--- src/rtl/mem_bus_arbiter.sv ---
// Two-port arbiter sharing one single-cycle memory bus between a CPU (port 0) and a DMA/debug master (port 1).
// Optional feature macro MEM_BUS_ARB_RR_EN: round-robin contention instead of fixed port-0 priority.
module mem_bus_arbiter #(
    parameter int DBITS    = 32,
    parameter int MAX_HOLD = 4
) (
    input  logic             clk,
    input  logic             reset,
    input  logic             req0,
    input  logic             req1,
    input  logic             we0,
    input  logic             we1,
    input  logic             lock0,
    input  logic             lock1,
    input  logic [DBITS-1:0] addr0,
    input  logic [DBITS-1:0] addr1,
    input  logic [DBITS-1:0] wdata0,
    input  logic [DBITS-1:0] wdata1,
    output logic             ack0,
    output logic             ack1,
    output logic [DBITS-1:0] rdata0,
    output logic [DBITS-1:0] rdata1,
    output logic [DBITS-1:0] memAddrBus,
    output logic [DBITS-1:0] dataBusOut,
    output logic             weBus,
    output logic             reBus,
    input  logic [DBITS-1:0] dataBusIn,
    output logic             busy
);

    localparam int HW = $clog2(MAX_HOLD + 1);

    localparam logic [0:0] IDLE = 1'b0;
    localparam logic [0:0] XFER = 1'b1;

    localparam logic [HW-1:0] HOLD_MAX = HW'(MAX_HOLD);
    localparam logic [HW-1:0] HOLD_ONE = HW'(1);

    logic [0:0]       state_q, state_d;
    logic             gnt_q, gnt_d;
    logic             last_q, last_d;
    logic [HW-1:0]    hold_q, hold_d;
    logic             ack0_q, ack0_d;
    logic             ack1_q, ack1_d;
    logic [DBITS-1:0] rdata0_q, rdata0_d;
    logic [DBITS-1:0] rdata1_q, rdata1_d;

    logic             anyReq;
    logic             lastReq;
    logic             lastLock;
    logic             lockActive;
    logic             contendWinner;
    logic             winner;
    logic [HW-1:0]    holdNext;

    logic             selWe;
    logic [DBITS-1:0] selAddr;
    logic [DBITS-1:0] selWdata;

    // A lock only holds while the last owner keeps both req and lock high and its hold budget is not spent.
    always_comb begin
        anyReq     = req0 | req1;
        lastReq    = last_q ? req1 : req0;
        lastLock   = last_q ? lock1 : lock0;
        lockActive = lastReq && lastLock && (hold_q < HOLD_MAX);
`ifdef MEM_BUS_ARB_RR_EN
        contendWinner = ~last_q;
`else
        contendWinner = 1'b0;
`endif
        if (lockActive) begin
            winner = last_q;
        end else if (req0 && req1) begin
            winner = contendWinner;
        end else begin
            winner = req1;
        end

        if (winner == last_q) begin
            holdNext = (hold_q >= HOLD_MAX) ? HOLD_MAX : hold_q + 1'b1;
        end else begin
            holdNext = HOLD_ONE;
        end
    end

    always_comb begin
        selWe    = gnt_q ? we1 : we0;
        selAddr  = gnt_q ? addr1 : addr0;
        selWdata = gnt_q ? wdata1 : wdata0;
    end

    always_comb begin
        state_d  = state_q;
        gnt_d    = gnt_q;
        last_d   = last_q;
        hold_d   = hold_q;
        ack0_d   = 1'b0;
        ack1_d   = 1'b0;
        rdata0_d = rdata0_q;
        rdata1_d = rdata1_q;

        case (state_q)
            IDLE: begin
                if (anyReq) begin
                    state_d = XFER;
                    gnt_d   = winner;
                    last_d  = winner;
                    hold_d  = holdNext;
                end
            end
            XFER: begin
                // Memory answers within the XFER cycle, so completion is captured on its closing edge.
                state_d = IDLE;
                if (gnt_q) begin
                    ack1_d = 1'b1;
                    if (!we1) begin
                        rdata1_d = dataBusIn;
                    end
                end else begin
                    ack0_d = 1'b1;
                    if (!we0) begin
                        rdata0_d = dataBusIn;
                    end
                end
            end
            default: begin
                state_d = IDLE;
            end
        endcase
    end

    always_comb begin
        memAddrBus = '0;
        dataBusOut = '0;
        weBus      = 1'b0;
        reBus      = 1'b0;
        if (state_q == XFER) begin
            memAddrBus = selAddr;
            weBus      = selWe;
            reBus      = ~selWe;
            dataBusOut = selWe ? selWdata : '0;
        end
    end

    // Reset abandons any transfer in flight; last_q = 1 lets port 0 win the first contention.
    always_ff @(posedge clk) begin
        if (!reset) begin
            state_q  <= IDLE;
            gnt_q    <= 1'b0;
            last_q   <= 1'b1;
            hold_q   <= '0;
            ack0_q   <= 1'b0;
            ack1_q   <= 1'b0;
            rdata0_q <= '0;
            rdata1_q <= '0;
        end else begin
            state_q  <= state_d;
            gnt_q    <= gnt_d;
            last_q   <= last_d;
            hold_q   <= hold_d;
            ack0_q   <= ack0_d;
            ack1_q   <= ack1_d;
            rdata0_q <= rdata0_d;
            rdata1_q <= rdata1_d;
        end
    end

    assign ack0   = ack0_q;
    assign ack1   = ack1_q;
    assign rdata0 = rdata0_q;
    assign rdata1 = rdata1_q;
    assign busy   = (state_q == XFER);

endmodule

--- config.mk ---
export PLATFORM = sky130hd
export DESIGN_NAME = mem_bus_arbiter
export DESIGN_NICKNAME = d
export VERILOG_FILES = /design/src/rtl/mem_bus_arbiter.sv
export SDC_FILE = /design/constraint.sdc
export NUM_CORES = 1
export LEC_CHECK = 0
export CORE_AREA = 2 2 115 117
export CTS_BUF_LIST = sky130_fd_sc_hd__clkbuf_4 sky130_fd_sc_hd__clkbuf_8
export CTS_CLUSTER_SIZE = 16
export DETAILED_ROUTE_END_ITERATION = 8
export DIE_AREA = 0 0 117 119
export PLACE_DENSITY_LB_ADDON = 0.3
export SYNTH_ARGS = -nofsm -noshare
export SYNTH_HDL_FRONTEND = slang
export SYNTH_SLANG_ARGS = --single-unit
--- constraint.sdc ---
create_clock -name clk -period 2.94 [get_ports clk]
set_clock_uncertainty 0.05 [all_clocks]
set_input_delay 0.588 -clock clk [delete_from_list [all_inputs] [get_ports clk]]
set_output_delay 0.588 -clock clk [all_outputs]
set_load 0.1 [all_outputs]
==> results.md <==
* Status: finished, final reports clean
* Fill cells at about 1100
* DRT iter0 DRCs at 202
* CTS Buf Count at 9
* Mean Syn Cell Area at roughly 7.7 um2
* Largest area contributor in the netlist: dfxtp_1
* Critical-path cell list: clkdlybuf4s50_1 > mux2_2 > nand2_4 > buf_12 > nor2_4 > buf_12
* H-tree depth at 3
* Layout Area Growth over Synthesis at 120%
* Num Clock Sinks at 72
* Setup TNS at 0 ps
* Final nets at 931
* Fraction of layout cells with a size suffix above 1 at 0.300
* CTS Buffer Depth at 2
* # Max-Cap Violations at 0
* Seq/Total Area, Yosys at 0.394
* DRT Pass-1 Iters at 5
* Worst r2r src: gnt_q
* Share of the synthesized area in the top cell type at 0.394
* Reg2Reg Depth at 6
* Number of synthesized flops with an enable pin at 0
* DP HPWL at 13.0 mm
* Placer Congestion at 0.817
* IO buf count at approximately 300
* Hold Startpoint: rdata1[10]
* Kind of critical path: in -> out
* Average wire per standard cell at 16.8 um
* Top Ports at between 300 and 400
* Crit path buf inv count at 3
* Synth warn at 0
* Leak at 3.06 nW
* Die area at between 10000 and 15000 um2
* Die Y at 119 um
* Post-synthesis register bit count at 72
* Critical Path RT at 2300 ps
* Reg2Reg Setup Slack at 1130 ps
* Largest net degree at the start of global routing at 45
* Async S/R FF share, synth at 0
* Area contributors post-synth: dfxtp_1, mux2i_1, nand2_1
* Final Hold Vio Count at 0
* Core region area at 12900 um2
* Synth cell count leaders: nand2_1, dfxtp_1, a21oi_1
* Synth unique cells at 27
* First-pass GRT wire length at about 23 mm
* Most frequent cell after synthesis: nand2_1
* Critical path endpoint category: primary output
* Fmax at 371 MHz
* Final Critical Period at 2700 ps
* Mapped Area at 3660 um2
* Die X-Extent at 117 um
* Post-Synthesis Cells at 474
* Setup Buffers After CTS at 0
* Placement Setup Slack at 244 ps
* Final period util at 0.917
* Antenna Violating Nets Remaining at 0
* GR Overflow Total at 0
* Starting density of the core at 0.284
* Row count at 42
* Tot GR Track Use at 0.222
* Worst-skew pair later-pin latency at about 340 ps
* Unrepaired setup endpoints after global routing: false
* Post-cts gate resize count at 0
* Vias in the first global route at approximately 4500
* Kind of cell adding the most delay to the critical path: buffers and inverters
* CTS tree: yes
* Fin. max-slew vios at 0
* Crit path max-delay cell type: clkdlybuf4s50_1
* Hold Path Cell Cnt at 2
* Cell Pwr Density at 427 nW/um2
* Data arrival, critical path at slightly above 2000 ps
* HP Class: reg -> reg
* Vias per inst at 4.70
* Worst Slack Setup Final at 243 ps
* N_diodes at 0
* Clock transition at the registers of the reported paths at about 70 ps
* Main synth FF type: dfxtp_1
* # DRC at 0
* CP startpoint: we0
* Cell repeated most along the worst path: buf_12
* Via count at 4430
* Syn Nets at between 600 and 700
* CP peak stage delay at 480 ps
* CP max FO at 13
* Worst slew pin tran at 456 ps
* Root Driver: clkbuf_8
* Number of cells on the critical path at 6
* Initial antenna violation count at 0
* Total Wirelength at roughly 16 mm
* Final setup vio count at 0
* Worst IR Drop VDD at 0.000172 V
* Cts hold-fix bufs at 0
* CP startpoint kind: input pin
* Slew margin rel. at 0.687
[where the power goes]
part / internal [mW] / total [mW] / leakage, nW / switching (mW)
Combinational: 0.564 / 1.42 / 2.34 / 0.853
Clock: 0.623 / 0.987 / 0.131 / 0.364
Sequential: 1.00 / 1.04 / 0.585 / 0.0311
[cells in the final DEF (no fill, tap or decap), drive strengths merged]
cell / count
o21ai: 4
nand2: 135
or3b: 1
nor3b: 1
a21oi: 66
and3: 1
nor2b: 33
nor3: 2
mux2i: 64
bufinv: 3
o2bb2ai: 1
clkbuf: 12
buf: 146
dfxtp: 72
nor4: 1
a211oi: 1
a2111oi: 1
nor2: 39
or2: 1
a221oi: 1
clkdlybuf4s50: 166
nand2b: 3
ha: 2
a21o: 1
inv: 7
mux2: 1
a221o: 1
[routing by layer]
metal,GRT usage,part of all wire
met1,0.233,0.36
met2,0.400,0.53
met3,0.0840,0.089
met4,0.0750,0.024
met5,0,0
[metrics by stage]
| step | area [um2] | utilization | hold WS [ps] | instances | power [mW] |
|---|---|---|---|---|---|
| finish | 8050 | 0.626 | 406 | 942 | 3.44 |
| global placement | 7800 | 0.606 | 394 | 926 | 2.47 |
| CTS | 8050 | 0.626 | 408 | 942 | 3.48 |
| global route | 8050 | 0.626 | 430 | 942 | 3.56 |
| detailed placement | 7800 | 0.606 | 397 | 926 | 2.48 |
| floorplan | 4100 | - | 409 | 474 | 1.90 |
[worst min-delay path: cells and delay by family, from the launching register on]
kind	cells	cell delay [ps]
flip-flops	1	310
AND/OR/NAND/NOR	1	50
AO/OA/AOI/OAI	1	50
[cell families (layout without fill, tap and decap cells)]
logic type,count (synthesis),count (layout),share of synthesized area
AND/OR/NAND/NOR,217,217,0.254
AO/OA/AOI/OAI,76,76,0.110
flip-flops,72,72,0.394
multiplexers,65,65,0.178
buffers and inverters,42,334,0.0581
adder cells (fa/ha/maj),2,2,0.00683
[cell type report]
type                    instances  area [um2]  area share
multi-input cells             360        2460       0.306
clock inverters                 4        98.8      0.0123
well taps                     176         220      0.0273
repair buffers                312        3650       0.453
clock buffers                  12         159      0.0197
inverters                       6        22.5     0.00280
flip-flops and latches         72        1450       0.180
[state kept, by name (all words and copies together), names as in the netlist]
name    cells
rdata0     32
last_q      1
ack1        1
gnt_q       1
ack0        1
busy        1
hold_q      3
rdata1     32
[path summary, 6_finish.rpt]
path | end
hold reg to reg | rdata1[10]
setup reg to reg | rdata1[16]
hold / removal | rdata1[10]
setup / recovery | dataBusOut[15]
(Power assumes the default switching activity.)
==> variant (config.mk and constraints unchanged) <==
Add a define of `MEM_BUS_ARB_RR_EN`.
--- a/src/rtl/mem_bus_arbiter.sv
+++ b/src/rtl/mem_bus_arbiter.sv
@@ -1,5 +1,7 @@
 // Two-port arbiter sharing one single-cycle memory bus between a CPU (port 0) and a DMA/debug master (port 1).
 // Optional feature macro MEM_BUS_ARB_RR_EN: round-robin contention instead of fixed port-0 priority.
+`define MEM_BUS_ARB_RR_EN
+
 module mem_bus_arbiter #(
     parameter int DBITS    = 32,
     parameter int MAX_HOLD = 4
Formal check against the unedited RTL: not equivalent (a bounded check fails within 4 cycles, from zero or initial values and one cycle with reset low).
==> variant against the unedited design <==
  * Area after synthesis grew 1.6%
  * Highest routed layer is now met5
  * Power about the same
  * Design area rose by 0.39%
  * Largest power group unchanged
  * Combinational power is 4% higher
  * Sequential cell count unchanged
  * Register-to-register slack improved by 0.17 ns
  * Setup slack got worse by 0.072 ns
  * Routed wire length rose by 3.9%
  * Worst hold slack better by 0.0028 ns
  * Die area unchanged
==> variant: results (changes against the unedited design) <==
setup_path:
  cp.arrival_ns: 2.13  # was 2.06 ns
  reg2regPathDepth: 4  # was 6
  cpPeakStageDelay_ns: 0.55  # was 0.48 ns
  crit_path_max_fanout: 12  # was 13
synth:
  synth.avg_cell_area_sq_um: 7.91  # was 7.72 sq um
  ys_seq_area_frac: 0.387  # was 0.394
  syn_nets: 640  # was 644
  synth_cell_types: 35  # was 27
  synth_common_cells: "132 x nand2_1, 72 x dfxtp_1, 65 x a21oi_1"  # was 135 x nand2_1, 72 x dfxtp_1, 66 x a21oi_1
drt:
  top_layer_used: "met5"  # was met4
  drt-vias-per-instance: 4.64  # was 4.70
  wl_per_cell_um: 17.5  # was 16.8 um
  routed_wl_um: 16400  # was 15800 um
  drt-initial-drc-count: 226  # was 202
  dr.pass1.iters: 4  # was 5
  route.met2.wl_um: 8320  # was 8340 um
  wirelength_met1_um: 6190  # was 5700 um
grt:
  grt_usage: 0.234  # was 0.222
  antenna_found_initial: 1  # was 0
  grt_pass1_wl_um: 24600  # was 23400 um
placement:
  portBuffers: 300  # was 299
  dp_hpwl_um: 13700  # was 13000 um
final_layout:
  n_fill_cell: 1055  # was 1061
  layout.nets: 927  # was 931
power:
  irDropWorstVdd_mv: 0.251  # was 0.172 mV
  intPower_w: 0.00216  # was 0.00219 W
  p_leak_nw: 3.08  # was 3.06 nW
hold_path:
  hp-start: "rdata0[11]"  # was rdata1[10]
run_status:
  status: "finished clean"  # unchanged
[variant: cell types whose count changed in the layout (fill, tap and decap cells not counted), sizes merged, moves of 2 or more]
cell	delta
inv	-3
clkbuf	+2
and3b	+2
nand2b	-2
nand2	-3
nor2	-5
nor3	-2
[variant: layout make-up]
| class | instances | area [sq um] | area share |
|---|---|---|---|
| sequential | 72 | 1450 | 0.179 |
| timing repair buffer | 314 | 3660 | 0.453 |
| clock buffer | 14 | 180 | 0.0223 |
| multi-input combinational | 356 | 2500 | 0.309 |
| inverter | 4 | 15.0 | 0.00186 |
| tap | 176 | 220 | 0.0272 |
| clock inverter | 2 | 60.1 | 0.00743 |
[variant: stage by stage]
stage	hold slack (ns)	setup WS (ns)
after floorplan	0.431	-0.0274
after global placement	0.394	0.222
after detailed placement	0.398	0.189
after CTS	0.410	0.170
after global routing	0.425	0.137
final	0.409	0.171
[variant: power by group through the flow]
| stage | Clock [W] | Combinational, W | Sequential (W) |
|---|---|---|---|
| after floorplan | 0 | 0.000723 | 0.00123 |
| after global placement | 0 | 0.00147 | 0.00106 |
| after detailed placement | 0 | 0.00148 | 0.00106 |
| after CTS | 0.000939 | 0.00149 | 0.00104 |
| after global routing | 0.000980 | 0.00153 | 0.00104 |
| final | 0.000921 | 0.00148 | 0.00104 |
[variant: critical path, delay by kind of cell]
family | cells | cell delay, ns
buffers and inverters | 3 | 0.96
multiplexers | 1 | 0.21
AND/OR/NAND/NOR | 2 | 0.35
[variant: cell families (layout without fill, tap and decap cells)]
group / count (synthesis) / in the layout / synth area share
simple gates: 213 / 213 / 0.258
buf+inv: 42 / 334 / 0.0619
fa+ha+maj: 2 / 2 / 0.00673
compound gates: 76 / 76 / 0.111
mux: 65 / 65 / 0.175
flops: 72 / 72 / 0.387
[variant: worst paths after layout]
path,to,slack (ns)
min,rdata0[11],0.41
min reg2reg,rdata0[11],0.41
max,dataBusOut[1],0.17
max reg2reg,rdata1[9],1.30
[variant: per-layer routing]
layer,up-vias,global-route usage
met5,-,0
met4,2,0.0779
met3,31,0.0789
met2,199,0.398
met1,1999,0.271
li1,2123,-
